$ cat src/rtl/load_store_unit_if.sv
// Core-request and memory-bus signals of the load/store unit, bundled with
// the unit's (slave) and environment's (master) views.
interface load_store_unit_if;
  logic        req_valid;
  logic        req_ready;
  logic [31:0] instruction;
  logic [31:0] addr;
  logic [31:0] store_data;
  logic        resp_valid;
  logic [31:0] resp_data;
  logic        resp_fault;
  logic        mem_valid;
  logic        mem_ready;
  logic [31:0] mem_addr;
  logic        mem_we;
  logic [3:0]  mem_wstrb;
  logic [31:0] mem_wdata;
  logic [31:0] mem_rdata;

  modport slave (
    input  req_valid, instruction, addr, store_data, mem_ready, mem_rdata,
    output req_ready, resp_valid, resp_data, resp_fault,
           mem_valid, mem_addr, mem_we, mem_wstrb, mem_wdata
  );

  modport master (
    output req_valid, instruction, addr, store_data, mem_ready, mem_rdata,
    input  req_ready, resp_valid, resp_data, resp_fault,
           mem_valid, mem_addr, mem_we, mem_wstrb, mem_wdata
  );
endinterface

$ cat src/rtl/load_store_unit.sv
// Single-outstanding RV32 load/store unit: decodes the access, drives one word-aligned
// memory transaction with lane-replicated store data, and returns an extended load result.
module load_store_unit (
  input  logic             clk,
  input  logic             reset_n,
  load_store_unit_if.slave bus
);

  localparam logic [6:0] OpcLoad  = 7'b0000011;
  localparam logic [6:0] OpcStore = 7'b0100011;

  typedef enum logic [1:0] {StIdle, StMem, StResp} state_e;

  state_e      state_q, state_d;
  logic        mem_valid_q, mem_valid_d;
  logic [31:0] mem_addr_q, mem_addr_d;
  logic        mem_we_q, mem_we_d;
  logic [3:0]  mem_wstrb_q, mem_wstrb_d;
  logic [31:0] mem_wdata_q, mem_wdata_d;
  logic        resp_valid_q, resp_valid_d;
  logic [31:0] resp_data_q, resp_data_d;
  logic        resp_fault_q, resp_fault_d;
  logic [2:0]  funct3_q, funct3_d;
  logic [1:0]  addr_lo_q, addr_lo_d;

  logic [6:0]  opcode;
  logic [2:0]  funct3;
  logic        is_load, is_store, legal, misaligned, fault;
  logic [3:0]  store_wstrb;
  logic [31:0] store_wdata;
  logic [31:0] rdata_shift;
  logic [31:0] load_data;
  logic        unused_instr;

  assign opcode   = bus.instruction[6:0];
  assign funct3   = bus.instruction[14:12];
  assign is_load  = (opcode == OpcLoad);
  assign is_store = (opcode == OpcStore);

  assign legal = (is_load  && (funct3 inside {3'b000, 3'b001, 3'b010, 3'b100, 3'b101})) ||
                 (is_store && (funct3 inside {3'b000, 3'b001, 3'b010}));

  // funct3[1:0] encodes access size for every legal load and store.
  assign misaligned = ((funct3[1:0] == 2'b01) && bus.addr[0]) ||
                      ((funct3[1:0] == 2'b10) && (bus.addr[1:0] != 2'b00));
  assign fault      = !legal || misaligned;

  assign unused_instr = ^{bus.instruction[31:15], bus.instruction[11:7]};

  always_comb begin
    store_wstrb = 4'b1111;
    store_wdata = bus.store_data;
    unique case (funct3[1:0])
      2'b00: begin
        store_wstrb = 4'b0001 << bus.addr[1:0];
        store_wdata = {4{bus.store_data[7:0]}};
      end
      2'b01: begin
        store_wstrb = bus.addr[1] ? 4'b1100 : 4'b0011;
        store_wdata = {2{bus.store_data[15:0]}};
      end
      default: ;
    endcase
  end

  // Bring the addressed lane down to bit 0, then extend; funct3[2] marks unsigned.
  always_comb begin
    rdata_shift = bus.mem_rdata >> {addr_lo_q, 3'b000};
    unique case (funct3_q[1:0])
      2'b00:   load_data = {{24{~funct3_q[2] & rdata_shift[7]}}, rdata_shift[7:0]};
      2'b01:   load_data = {{16{~funct3_q[2] & rdata_shift[15]}}, rdata_shift[15:0]};
      default: load_data = bus.mem_rdata;
    endcase
  end

  always_comb begin
    state_d      = state_q;
    mem_valid_d  = mem_valid_q;
    mem_addr_d   = mem_addr_q;
    mem_we_d     = mem_we_q;
    mem_wstrb_d  = mem_wstrb_q;
    mem_wdata_d  = mem_wdata_q;
    funct3_d     = funct3_q;
    addr_lo_d    = addr_lo_q;
    resp_valid_d = 1'b0;
    resp_data_d  = 32'h0;
    resp_fault_d = 1'b0;

    unique case (state_q)
      StIdle: begin
        if (bus.req_valid) begin
          funct3_d  = funct3;
          addr_lo_d = bus.addr[1:0];
          if (fault) begin
            state_d      = StResp;
            resp_valid_d = 1'b1;
            resp_fault_d = 1'b1;
          end else begin
            state_d     = StMem;
            mem_valid_d = 1'b1;
            mem_addr_d  = {bus.addr[31:2], 2'b00};
            mem_we_d    = is_store;
            mem_wstrb_d = is_store ? store_wstrb : 4'b0000;
            mem_wdata_d = is_store ? store_wdata : 32'h0;
          end
        end
      end
      StMem: begin
        if (bus.mem_ready) begin
          state_d      = StResp;
          mem_valid_d  = 1'b0;
          mem_addr_d   = 32'h0;
          mem_we_d     = 1'b0;
          mem_wstrb_d  = 4'b0000;
          mem_wdata_d  = 32'h0;
          resp_valid_d = 1'b1;
          resp_data_d  = mem_we_q ? 32'h0 : load_data;
        end
      end
      StResp: state_d = StIdle;
      default: state_d = StIdle;
    endcase
  end

  always_ff @(posedge clk or negedge reset_n) begin
    if (!reset_n) begin
      state_q      <= StIdle;
      mem_valid_q  <= 1'b0;
      mem_addr_q   <= 32'h0;
      mem_we_q     <= 1'b0;
      mem_wstrb_q  <= 4'b0000;
      mem_wdata_q  <= 32'h0;
      resp_valid_q <= 1'b0;
      resp_data_q  <= 32'h0;
      resp_fault_q <= 1'b0;
      funct3_q     <= 3'b000;
      addr_lo_q    <= 2'b00;
    end else begin
      state_q      <= state_d;
      mem_valid_q  <= mem_valid_d;
      mem_addr_q   <= mem_addr_d;
      mem_we_q     <= mem_we_d;
      mem_wstrb_q  <= mem_wstrb_d;
      mem_wdata_q  <= mem_wdata_d;
      resp_valid_q <= resp_valid_d;
      resp_data_q  <= resp_data_d;
      resp_fault_q <= resp_fault_d;
      funct3_q     <= funct3_d;
      addr_lo_q    <= addr_lo_d;
    end
  end

  assign bus.req_ready  = (state_q == StIdle);
  assign bus.mem_valid  = mem_valid_q;
  assign bus.mem_addr   = mem_addr_q;
  assign bus.mem_we     = mem_we_q;
  assign bus.mem_wstrb  = mem_wstrb_q;
  assign bus.mem_wdata  = mem_wdata_q;
  assign bus.resp_valid = resp_valid_q;
  assign bus.resp_data  = resp_data_q;
  assign bus.resp_fault = resp_fault_q;

endmodule

$ cat src/flat_wrapper.sv
// flat-port wrapper written by rule: the top's interface ports become plain ports
module load_store_unit_flat 
  (clk, reset_n, bus_req_valid, bus_instruction, bus_addr, bus_store_data, bus_mem_ready, bus_mem_rdata, bus_req_ready, bus_resp_valid, bus_resp_data, bus_resp_fault, bus_mem_valid, bus_mem_addr, bus_mem_we, bus_mem_wstrb, bus_mem_wdata);
  load_store_unit_if bus_i ();
  input  logic clk;
  input  logic reset_n;
  input wire logic [$bits(bus_i.req_valid)-1:0] bus_req_valid;
  input wire logic [$bits(bus_i.instruction)-1:0] bus_instruction;
  input wire logic [$bits(bus_i.addr)-1:0] bus_addr;
  input wire logic [$bits(bus_i.store_data)-1:0] bus_store_data;
  input wire logic [$bits(bus_i.mem_ready)-1:0] bus_mem_ready;
  input wire logic [$bits(bus_i.mem_rdata)-1:0] bus_mem_rdata;
  output wire logic [$bits(bus_i.req_ready)-1:0] bus_req_ready;
  output wire logic [$bits(bus_i.resp_valid)-1:0] bus_resp_valid;
  output wire logic [$bits(bus_i.resp_data)-1:0] bus_resp_data;
  output wire logic [$bits(bus_i.resp_fault)-1:0] bus_resp_fault;
  output wire logic [$bits(bus_i.mem_valid)-1:0] bus_mem_valid;
  output wire logic [$bits(bus_i.mem_addr)-1:0] bus_mem_addr;
  output wire logic [$bits(bus_i.mem_we)-1:0] bus_mem_we;
  output wire logic [$bits(bus_i.mem_wstrb)-1:0] bus_mem_wstrb;
  output wire logic [$bits(bus_i.mem_wdata)-1:0] bus_mem_wdata;
  assign bus_i.req_valid = bus_req_valid;
  assign bus_i.instruction = bus_instruction;
  assign bus_i.addr = bus_addr;
  assign bus_i.store_data = bus_store_data;
  assign bus_i.mem_ready = bus_mem_ready;
  assign bus_i.mem_rdata = bus_mem_rdata;
  assign bus_req_ready = bus_i.req_ready;
  assign bus_resp_valid = bus_i.resp_valid;
  assign bus_resp_data = bus_i.resp_data;
  assign bus_resp_fault = bus_i.resp_fault;
  assign bus_mem_valid = bus_i.mem_valid;
  assign bus_mem_addr = bus_i.mem_addr;
  assign bus_mem_we = bus_i.mem_we;
  assign bus_mem_wstrb = bus_i.mem_wstrb;
  assign bus_mem_wdata = bus_i.mem_wdata;
  load_store_unit u_core (.clk(clk), .reset_n(reset_n), .bus(bus_i));
endmodule
$ cat config.mk
export PLATFORM = sky130hd
export DESIGN_NAME = load_store_unit_flat
export DESIGN_NICKNAME = d
export VERILOG_FILES = /design/src/rtl/load_store_unit_if.sv /design/src/rtl/load_store_unit.sv /design/src/flat_wrapper.sv
export SDC_FILE = /design/constraint.sdc
export NUM_CORES = 1
export LEC_CHECK = 0
export ABC_AREA = 1
export CAP_MARGIN = 20
export CORE_MARGIN = 8
export CORE_UTILIZATION = 34
export CTS_CLUSTER_DIAMETER = 100
export CTS_CLUSTER_SIZE = 8
export DETAILED_ROUTE_END_ITERATION = 6
export GPL_TIMING_DRIVEN = 0
export HOLD_SLACK_MARGIN = 0.06
export PLACE_DENSITY = 0.68
export SYNTH_ARGS = -nofsm -noshare
export SYNTH_HDL_FRONTEND = slang
export SYNTH_SLANG_ARGS = --single-unit
$ cat constraint.sdc
create_clock -name clk -period 2.2 [get_ports clk]
set_input_delay 0.66 -clock clk [delete_from_list [all_inputs] [get_ports clk]]
set_output_delay 0.66 -clock clk [all_outputs]
set_load 0.02 [all_outputs]
======== Yosys cells after proc, flatten, opt, wreduce, memory -nomap -nowiden ========
Index checks and enable logic that the tools add are counted.
storage, ports and cells
  register bits after elaboration ......... 111
  latch bits .............................. 0
  memory bits (writable) .................. 0
  ROM bits ................................ 0
  bits of input ports ..................... 132
  logic and storage cells ................. 84
  memories ................................ 0
operators by class
  $add $sub $neg .......................... 0
  $mul .................................... 0
  divide/modulo/power cells ............... 0
  magnitude comparators ................... 0
  eq/ne operators ......................... 13
  shifts and indexed selects .............. 2
  muxes and demuxes ....................... 36
  bitwise operators ....................... 3
  reductions and logical operators ........ 19
operators by type and width
  kind                                              count
  2-to-1 mux 32 bit                                 9
  case mux 32 bit (2 select lines)                  4
  right shift 32 x 5 -> 16 bit                      1
  2-to-1 mux 4 bit                                  5
  case mux 4 bit (2 select lines)                   2
  2-to-1 mux 1 bit                                  9
  == test 7 x 2 -> 1 bit (second input constant)    1
  == test 7 x 6 -> 1 bit (second input constant)    1
  == test 2 x 1 -> 1 bit (second input constant)    3
  == test 3 bit (second input constant)             2
  zero test 2 bit                                   3
  2-to-1 mux 2 bit                                  3
  inequality test 2 bit (second input constant)     3
  case mux 1 bit (2 select lines)                   3
  nonzero test 5 bit                                1
  logical AND 1 bit                                 4
  case mux 2 bit (2 select lines)                   1
  AND reduction 2 bit                               2
  AND reduction 4 bit                               1
  nonzero test 2 bit                                2
  left shift 1 x 2 -> 4 bit (first input constant)  1
  == test 3 x 1 -> 1 bit (second input constant)    1
  == test 3 x 2 -> 1 bit (second input constant)    1
  zero test 3 bit                                   1
  6 further kinds                                   9

======== Longest topological paths before layout ========
Gate-level depths: netlist of run 1.
  depth in word-level cells ............... 9
  depth in mapped cells ................... 11

======== Worst setup path before layout of run 1 ========
Ideal clock, no wire load.
  kind .................................... input port to flip-flop
  start ................................... input bus_instruction[13]
  end ..................................... register u_core.mem_wdata_q[10] (netlist: u_core.bus.mem_wdata[10])
  arrival ................................. 1.679 ns
  data required time ...................... 2.083 ns
  slack ................................... 0.404 ns
  cell stages on the path ................. 9
  path through ............................ buf_2 > nor2_4 > nand2_1 > nand3_1 > nand2_1 > buf_2 > buf_2 > nand3_1 > nand2_1
between the ends
  cells in the longest elaborated chain, start to end .. 8
ends and longest elaborated chain
  item                                                      RTL line                                      source
  start: declaration                                        flat_wrapper.sv:8                             input wire logic [$bits(bus_i.instruction)-1:0] bus_instruction;
  == test 3 x 1 -> 1 bit, or another cell as far along      load_store_unit.sv:40, load_store_unit.sv:41
  nonzero test 5 bit or nonzero test 3 bit (tied branches)  load_store_unit.sv:40, load_store_unit.sv:41
  logical AND 1 bit (on tied branches)                      load_store_unit.sv:40, load_store_unit.sv:41
  logical OR 1 bit                                          load_store_unit.sv:40                         assign legal = (is_load && (funct3 inside {3'b000, 3'b001, 3'b010, 3'b100, 3'b101})) ||
  zero test 1 bit                                           load_store_unit.sv:46                         assign fault = !legal || misaligned;
  logical OR 1 bit                                          load_store_unit.sv:46
  inequality test 2 bit (no line)                           n/a
  AND reduction 4 bit (no line)                             n/a
  end signal: assignment                                    load_store_unit.sv:144                        mem_wdata_q <= mem_wdata_d;
  end: declaration                                          load_store_unit.sv:19                         logic [31:0] mem_wdata_q, mem_wdata_d;
Parallel ways exist; a longest one is shown, timed or not. The select of a mux whose other input is x is not followed.
A chain may end at the register's enable or synchronous reset.

======== Worst setup path in the final report of run 1 ========
  start ................................... register u_core.mem_we_q (netlist: u_core.bus.mem_we)
  end ..................................... output bus_mem_we
RTL lines
  item                      RTL line                source
  start: declaration        load_store_unit.sv:17   logic mem_we_q, mem_we_d;
  start signal: assignment  load_store_unit.sv:142  mem_we_q <= mem_we_d;
  end: declaration          flat_wrapper.sv:19      output wire logic [$bits(bus_i.mem_we)-1:0] bus_mem_we;
No word-level cell between the ends.

==> impl_metrics.toml, run 1 <==
[status]
status = "finished, final reports clean"

[floorplan]
fp.coreArea_um2 = 15100
io_pins = 237
dieArea_um2 = 19600
rows = 45
die_x_um = 140
start_util_pct = 34.6
die_h_um = 140

[sta]
max_clock_freq_ghz = 0.479
finalWorstPathRequiredPeriod_ns = 2.09
tns_ns = 0
setup_viol_count_final = 0
slew_headroom_pct = 52.2
final_max_slew_viol_count = 0
fin_crit_sh_pct = 95.0
holdWs_ns = 0.360
worst_pin_slew_ns = 0.718
hold_viol = 0
rsz0062_at_grt = "false"
finalClockSkew_ns = 0.0106

[cts]
cts_sinks = 109
cts-buffers-inserted = 9
h-tree-depth = 3
cts_tree = "done"
clkTransAtPathRegs_ns = 0.08
root_buffer = "clkbuf_16"
clkLatencyLatePin_ns = 0.35
cts_max_path_buffers = 2

[route]
drc = 0
ant_nets = 0
wl_per_cell_um = 16.9
first_pass_iters = 4
vias_per_cell = 4.84
vias = 5322
wirelength_mm = 18.6
drt_iter0_markers = 373

[power]
p_leak_nw = 3.85
internal_power_mw = 3.22
total_power_mw = 4.50
pwr-share-comb_pct = 18.6
powerDensity_nw_per_um2 = 566
p_seq_share_pct = 46.2
ir_worst_vdd_v = 0.000359
power_switching_mw = 1.28
switching_share_pct = 28.4
power_frac_clock_pct = 35.3

[global_route]
grt_use_total_pct = 18.9
first_global_vias = 5363
antenna_found_initial = 0
grt_remaining_overflow = 0
grt_max_degree = 58
grt_pass1_wl_mm = 29.4

[yosys]
synth-edff-count = 0
ys_types = 23
yosysMostFrequentCell = "nand2_1"
ys_ff_latch = 109
syn_inst = 680
synth_common_cells = "211 x nand2_1, 109 x dfrtp_1, 97 x nand3_1, 58 x nor2_1, 36 x nor3_1"
yosys-top-cells-area = "dfrtp_1 52%, nand2_1 15%, nand3_1 9.3%"
avgSynthCellArea_um2 = 7.71
seq_area_frac_synth_pct = 52.1
yosys.area.top_type = "dfrtp_1"
syn_area_um2 = 5240
ys.warnings.count = 0
synthFlopType = "dfrtp_1"
synth_top_area_share_pct = 52.1
synthArstFlopShare_pct = 100

[finish]
finalInstanceArea_um2 = 7940
nets = 1039
drive_above_1_share_pct = 7.24
post-route-util_pct = 52.4
syn2layout_area_growth_pct = 51.5
n_antenna_cell = 0

[placed_design]
routabilityCongestion = 0.897
place_area_um2 = 7620
dp_hpwl_mm = 14.5
numPortBuffers = 211

[setup_path]
crit_fanout = 3
max_stage_delay_ns = 0.65
worstSetupEndpoint = "bus_mem_we"
r2r-start = "u_core.state_q[0]$_DFFE_PN0P_"
crit_chain = "clkdlybuf4s50_1"
arrival_ns = 1.43
path_buf_inv = 1
worst_ep_required_time_ns = 1.54
reg2reg_slack_ns = 0.37
reg2reg_to = "u_core.bus.resp_data[27]$_DFF_PN0_"
r2r.worst_path.cells = 7
criticalPathCategory = "flop to primary output"
start_kind = "flop"
path_delay_family = "buffers and inverters"
worst_path_max_delay_cell = "clkdlybuf4s50_1"
crit_path_end_kind = "primary output"
crit_cells = 1
startpoint = "u_core.bus.mem_we$_DFFE_PN0P_"

[run]
drv_cap = 0

[worst_hold_path]
min_path_type = "primary input to async pin"
[what timing repair did]
action                                  in CTS  in global routing
hold buffers                                 0                  0
endpoints found under the setup margin      48                 65
gates cloned                                 0                  0
pin swaps                                    1                  1
setup buffers                                1                  2
resized for setup                            4                  5
[final cells by class]
| type | count | area (um2) |
|---|---|---|
| plain buffers | 47 | 223 |
| clock buffers | 10 | 239 |
| clock inverters | 6 | 46.3 |
| fillers | 1457 | 7210 |
| inverters | 34 | 128 |
| multi-input cells | 491 | 2180 |
| flip-flops and latches | 109 | 2730 |
| well taps | 188 | 235 |
| repair buffers | 215 | 2160 |
[worst register-to-register path: cells and delay by family (launching register included)]
kind,cells,cell delay (ns)
DFF,1,0.38
and+or+nand+nor,5,1.09
buffers and inverters,2,0.31
[kinds of logic after synthesis]
kind of cell           synth area share [%]
and+or+nand+nor                        33.9
other                                0.0716
AOI/OAI and AO/OA                      7.40
buffers and inverters                  6.59
DFF                                    52.1
[per-layer routing]
metal	vias up	share of wire, %	GRT usage, %
li1	2655	-	-
met1	2437	44	24.2
met2	209	46	29.8
met3	21	9.0	6.39
met4	0	1.5	5.49
met5	-	0	0
[power by group through the flow]
stage | registers [mW] | logic (mW) | clock network [mW]
final | 2.08 | 0.835 | 1.59
after global placement | 2.12 | 0.817 | 0
after detailed placement | 2.11 | 0.832 | 0
after CTS | 2.08 | 0.835 | 1.62
after floorplan | 2.16 | 0.343 | 0
after global routing | 2.08 | 0.926 | 1.70
[how the worst min path moves through the flow]
stage / to / slack [ns] / start / depth (start not counted)
after floorplan: u_core.addr_lo_q[0]$_DFFE_PN0P_ / 0.36 / reset_n / 0
after global placement: u_core.bus.mem_addr[10]$_DFFE_PN0P_ / 0.45 / u_core.bus.mem_addr[10]$_DFFE_PN0P_ / 2
after detailed placement: u_core.bus.mem_addr[5]$_DFFE_PN0P_ / 0.46 / u_core.bus.mem_addr[5]$_DFFE_PN0P_ / 2
after CTS: u_core.bus.mem_addr[11]$_DFFE_PN0P_ / 0.37 / reset_n / 1
after global routing: u_core.bus.mem_addr[11]$_DFFE_PN0P_ / 0.41 / reset_n / 1
final: u_core.bus.mem_addr[11]$_DFFE_PN0P_ / 0.36 / reset_n / 1
[cell usage in the layout (no fill, tap or decap), types with 2 or more instances in the layout]
cell | netlist | final
a21oi_1 | 23 | 23
a31oi_1 | 8 | 8
buf_1 | 2 | 2
buf_2 | 18 | 17
buf_4 | 5 | 10
clkbuf_1 | 22 | 20
clkbuf_16 | 0 | 9
clkbuf_2 | 0 | 2
clkdlybuf4s50_1 | 0 | 208
clkinv_2 | 0 | 2
clkinv_4 | 0 | 2
conb_1 | 1 | 2
dfrtp_1 | 109 | 109
inv_1 | 29 | 29
inv_2 | 4 | 4
nand2_1 | 211 | 211
nand2_2 | 2 | 2
nand3_1 | 97 | 96
nor2_1 | 58 | 56
nor2_2 | 2 | 4
nor3_1 | 36 | 36
o21ai_0 | 34 | 34
o31ai_1 | 7 | 7
or2_2 | 8 | 8
[flip-flops by register name, summed over array words and instances, names as in the netlist, 2 cells and up]
name and count:
u_core.bus.mem_wstrb 4, u_core.bus.mem_addr 30, u_core.bus.resp_data 32, u_core.state_q 2, u_core.bus.mem_wdata 32, u_core.addr_lo_q 2, u_core.funct3_q 3
[stage by stage]
stage	setup slack [ns]	instances
floorplan	0.404	681
global placement	-3.85	1080
detailed placement	-0.483	1081
CTS	0.00458	1098
global route	0.0245	1100
finish	0.111	1100
Note: power is estimated with default switching activity, not from simulation.
==> run 2: changes to the inputs <==
--- a/config.mk
+++ b/config.mk
@@ -7,8 +7,8 @@
 export LEC_CHECK = 0
 export ABC_AREA = 1
 export CAP_MARGIN = 20
-export CORE_MARGIN = 8
 export CORE_UTILIZATION = 34
+export CTS_BUF_LIST = sky130_fd_sc_hd__clkbuf_4 sky130_fd_sc_hd__clkbuf_8 sky130_fd_sc_hd__clkbuf_16
 export CTS_CLUSTER_DIAMETER = 100
 export CTS_CLUSTER_SIZE = 8
 export DETAILED_ROUTE_END_ITERATION = 6
==> run 2 against run 1 <==
  * Sequential share of layout area shrank 0.11 points
  * Power increased by 2.2%
  * Via count is 1.5% higher
  * First-iteration DRC count decreased by 3.2%
  * Cell area is 0.32% higher
  * Clock power is 6% higher
  * Worst setup slack better by 0.021 ns
  * Register-to-register slack improved by 0.02 ns
  * Clock skew decreased by 0.0041 ns
  * Sequential power about the same
  * Global-route usage increased by 3.2 points
  * Critical endpoint unchanged
  * Highest routed layer unchanged
==> impl_metrics.toml, run 2 (synthesized netlist as in run 1, its figures left out) <==
[status]
status = "finished, final reports clean"

[cts]
cts-buffers-inserted = 9
root_buffer = "clkbuf_16"
cts_max_path_buffers = 2
h-tree-depth = 3
holdBufCountCts = 0
cts_sinks = 109
clkLatencyLatePin_ns = 0.35
clkTransAtPathRegs_ns = 0.08
cts_tree = "done"

[run]
drv_cap = 0

[route]
drc = 0
wl_per_cell_um = 15.4
drt_iter0_markers = 361
first_pass_iters = 5
wirelength_mm = 17.0
vias = 5402
vias_per_cell = 4.91
ant_nets = 0

[floorplan]
die_x_um = 126
fp.coreArea_um2 = 15100
rows = 45
dieArea_um2 = 15900
io_pins = 237
start_util_pct = 34.6
die_h_um = 126

[setup_path]
crit_fanout = 3
path_delay_family = "buffers and inverters"
max_stage_delay_ns = 0.66
worst_path_max_delay_cell = "clkdlybuf4s50_1"
crit_chain = "clkdlybuf4s50_1"
start_kind = "flop"
worst_ep_required_time_ns = 1.54
path_buf_inv = 1
criticalPathCategory = "flop to primary output"
arrival_ns = 1.41
r2r.worst_path.cells = 7
crit_cells = 1
crit_path_end_kind = "primary output"

[sta]
final_max_slew_viol_count = 0
finalWorstPathRequiredPeriod_ns = 2.07
worst_pin_slew_ns = 0.657
fin_crit_sh_pct = 94.0
hold_viol = 0
fin_ws_ns = 0.132
slew_headroom_pct = 56.2
finalClockSkew_ns = 0.00653
tns_ns = 0
setup_viol_count_final = 0
max_clock_freq_ghz = 0.483

[placed_design]
dp_hpwl_mm = 13.1
numPortBuffers = 211
dp_slack_ns = -0.468
routabilityCongestion = 0.882
placedCellCount = 1081

[finish]
syn2layout_area_growth_pct = 52.0
nets = 1039
n_antenna_cell = 0
mostFrequentLayoutCells = "210 x nand2_1, 208 x clkdlybuf4s50_1, 109 x dfrtp_1"
nFillCells = 1460
drive_above_1_share_pct = 7.35
stdcell_count = 1100
layout_commonest_cell = "nand2_1"

[power]
powerDensity_nw_per_um2 = 577
p_leak_nw = 3.85
ir_worst_vdd_v = 0.000459

[global_route]
grt_remaining_overflow = 0
grt_max_degree = 61
first_global_vias = 5203
grt_pass1_wl_mm = 27.1
antenna_found_initial = 0
grt_use_total_pct = 22.1

[worst_hold_path]
min_path_type = "primary input to async pin"
-- run 2: cell types whose count changed in the layout (fill, tap and decap cells not counted), moves of 2 or more --
cell / previous run / this run
clkinvlp_4: 1 / 3
inv_6: 0 / 2
clkinv_4: 2 / 0
clkinv_2: 2 / 0
-- run 2: layout make-up --
type	count	area, um2	share of cell area [%]
multi-input combinational	491	2190	27.4
inverter	34	128	1.60
buffer	47	221	2.78
clock buffer	9	225	2.83
sequential	109	2730	34.2
clock inverter	7	81.3	1.02
tap	188	235	2.95
timing repair buffer	215	2160	27.1
-- run 2: final timing paths --
check / startpoint / to / slack, ns
max in group asynchronous: reset_n / u_core.bus.mem_wdata[8]$_DFFE_PN0P_ / 1.14
setup / recovery: u_core.bus.mem_we$_DFFE_PN0P_ / bus_mem_we / 0.13
hold / removal: reset_n / u_core.bus.mem_addr[7]$_DFFE_PN0P_ / 0.34
min in group clk: u_core.bus.mem_wdata[0]$_DFFE_PN0P_ / u_core.bus.mem_wdata[0]$_DFFE_PN0P_ / 0.47
hold reg to reg: u_core.bus.mem_wdata[0]$_DFFE_PN0P_ / u_core.bus.mem_wdata[0]$_DFFE_PN0P_ / 0.47
setup reg to reg: u_core.state_q[0]$_DFFE_PN0P_ / u_core.bus.resp_data[29]$_DFF_PN0_ / 0.39
-- run 2: report_power, final --
part           switching, mW  leakage, nW  internal [mW]  total (mW)
Combinational          0.471         2.20          0.363       0.834
Clock                  0.786        0.141          0.900        1.69
Sequential            0.0265         1.50           2.05        2.08
Total                   1.28         3.85           3.31        4.60
-- run 2: per-layer routing --
metal,GRT usage [%],part of all wire (%),vias to the layer above
li1,-,-,2667
met1,27.9,43,2483
met2,36.8,47,228
met3,5.35,8.3,24
met4,7.58,1.8,0
met5,0,0,-
-- run 2: what timing repair did --
action | in CTS | in global routing
setup buffers | 3 | 0
pin swaps | 2 | 1
endpoints found under the setup margin | 48 | 61
gates resized for setup | 3 | 6
-- run 2: metrics by stage --
stage,hold slack (ns),instance area [um2],total power [mW],util (%)
6_report,0.340,7970,4.60,52.6
5_1_grt,0.389,7970,4.83,52.6
4_1_cts,0.353,7950,4.65,52.5
3_5_place_dp,0.457,7620,2.95,50.3
3_3_place_gp,0.454,7590,2.94,50.1
2_1_floorplan,0.364,5240,2.50,-
-- run 2: worst reg2reg max path, delay by kind of cell, from the launching register on --
family / cells / cell delay [ns]
DFF: 1 / 0.38
and+or+nand+nor: 5 / 1.05
buffers and inverters: 2 / 0.31
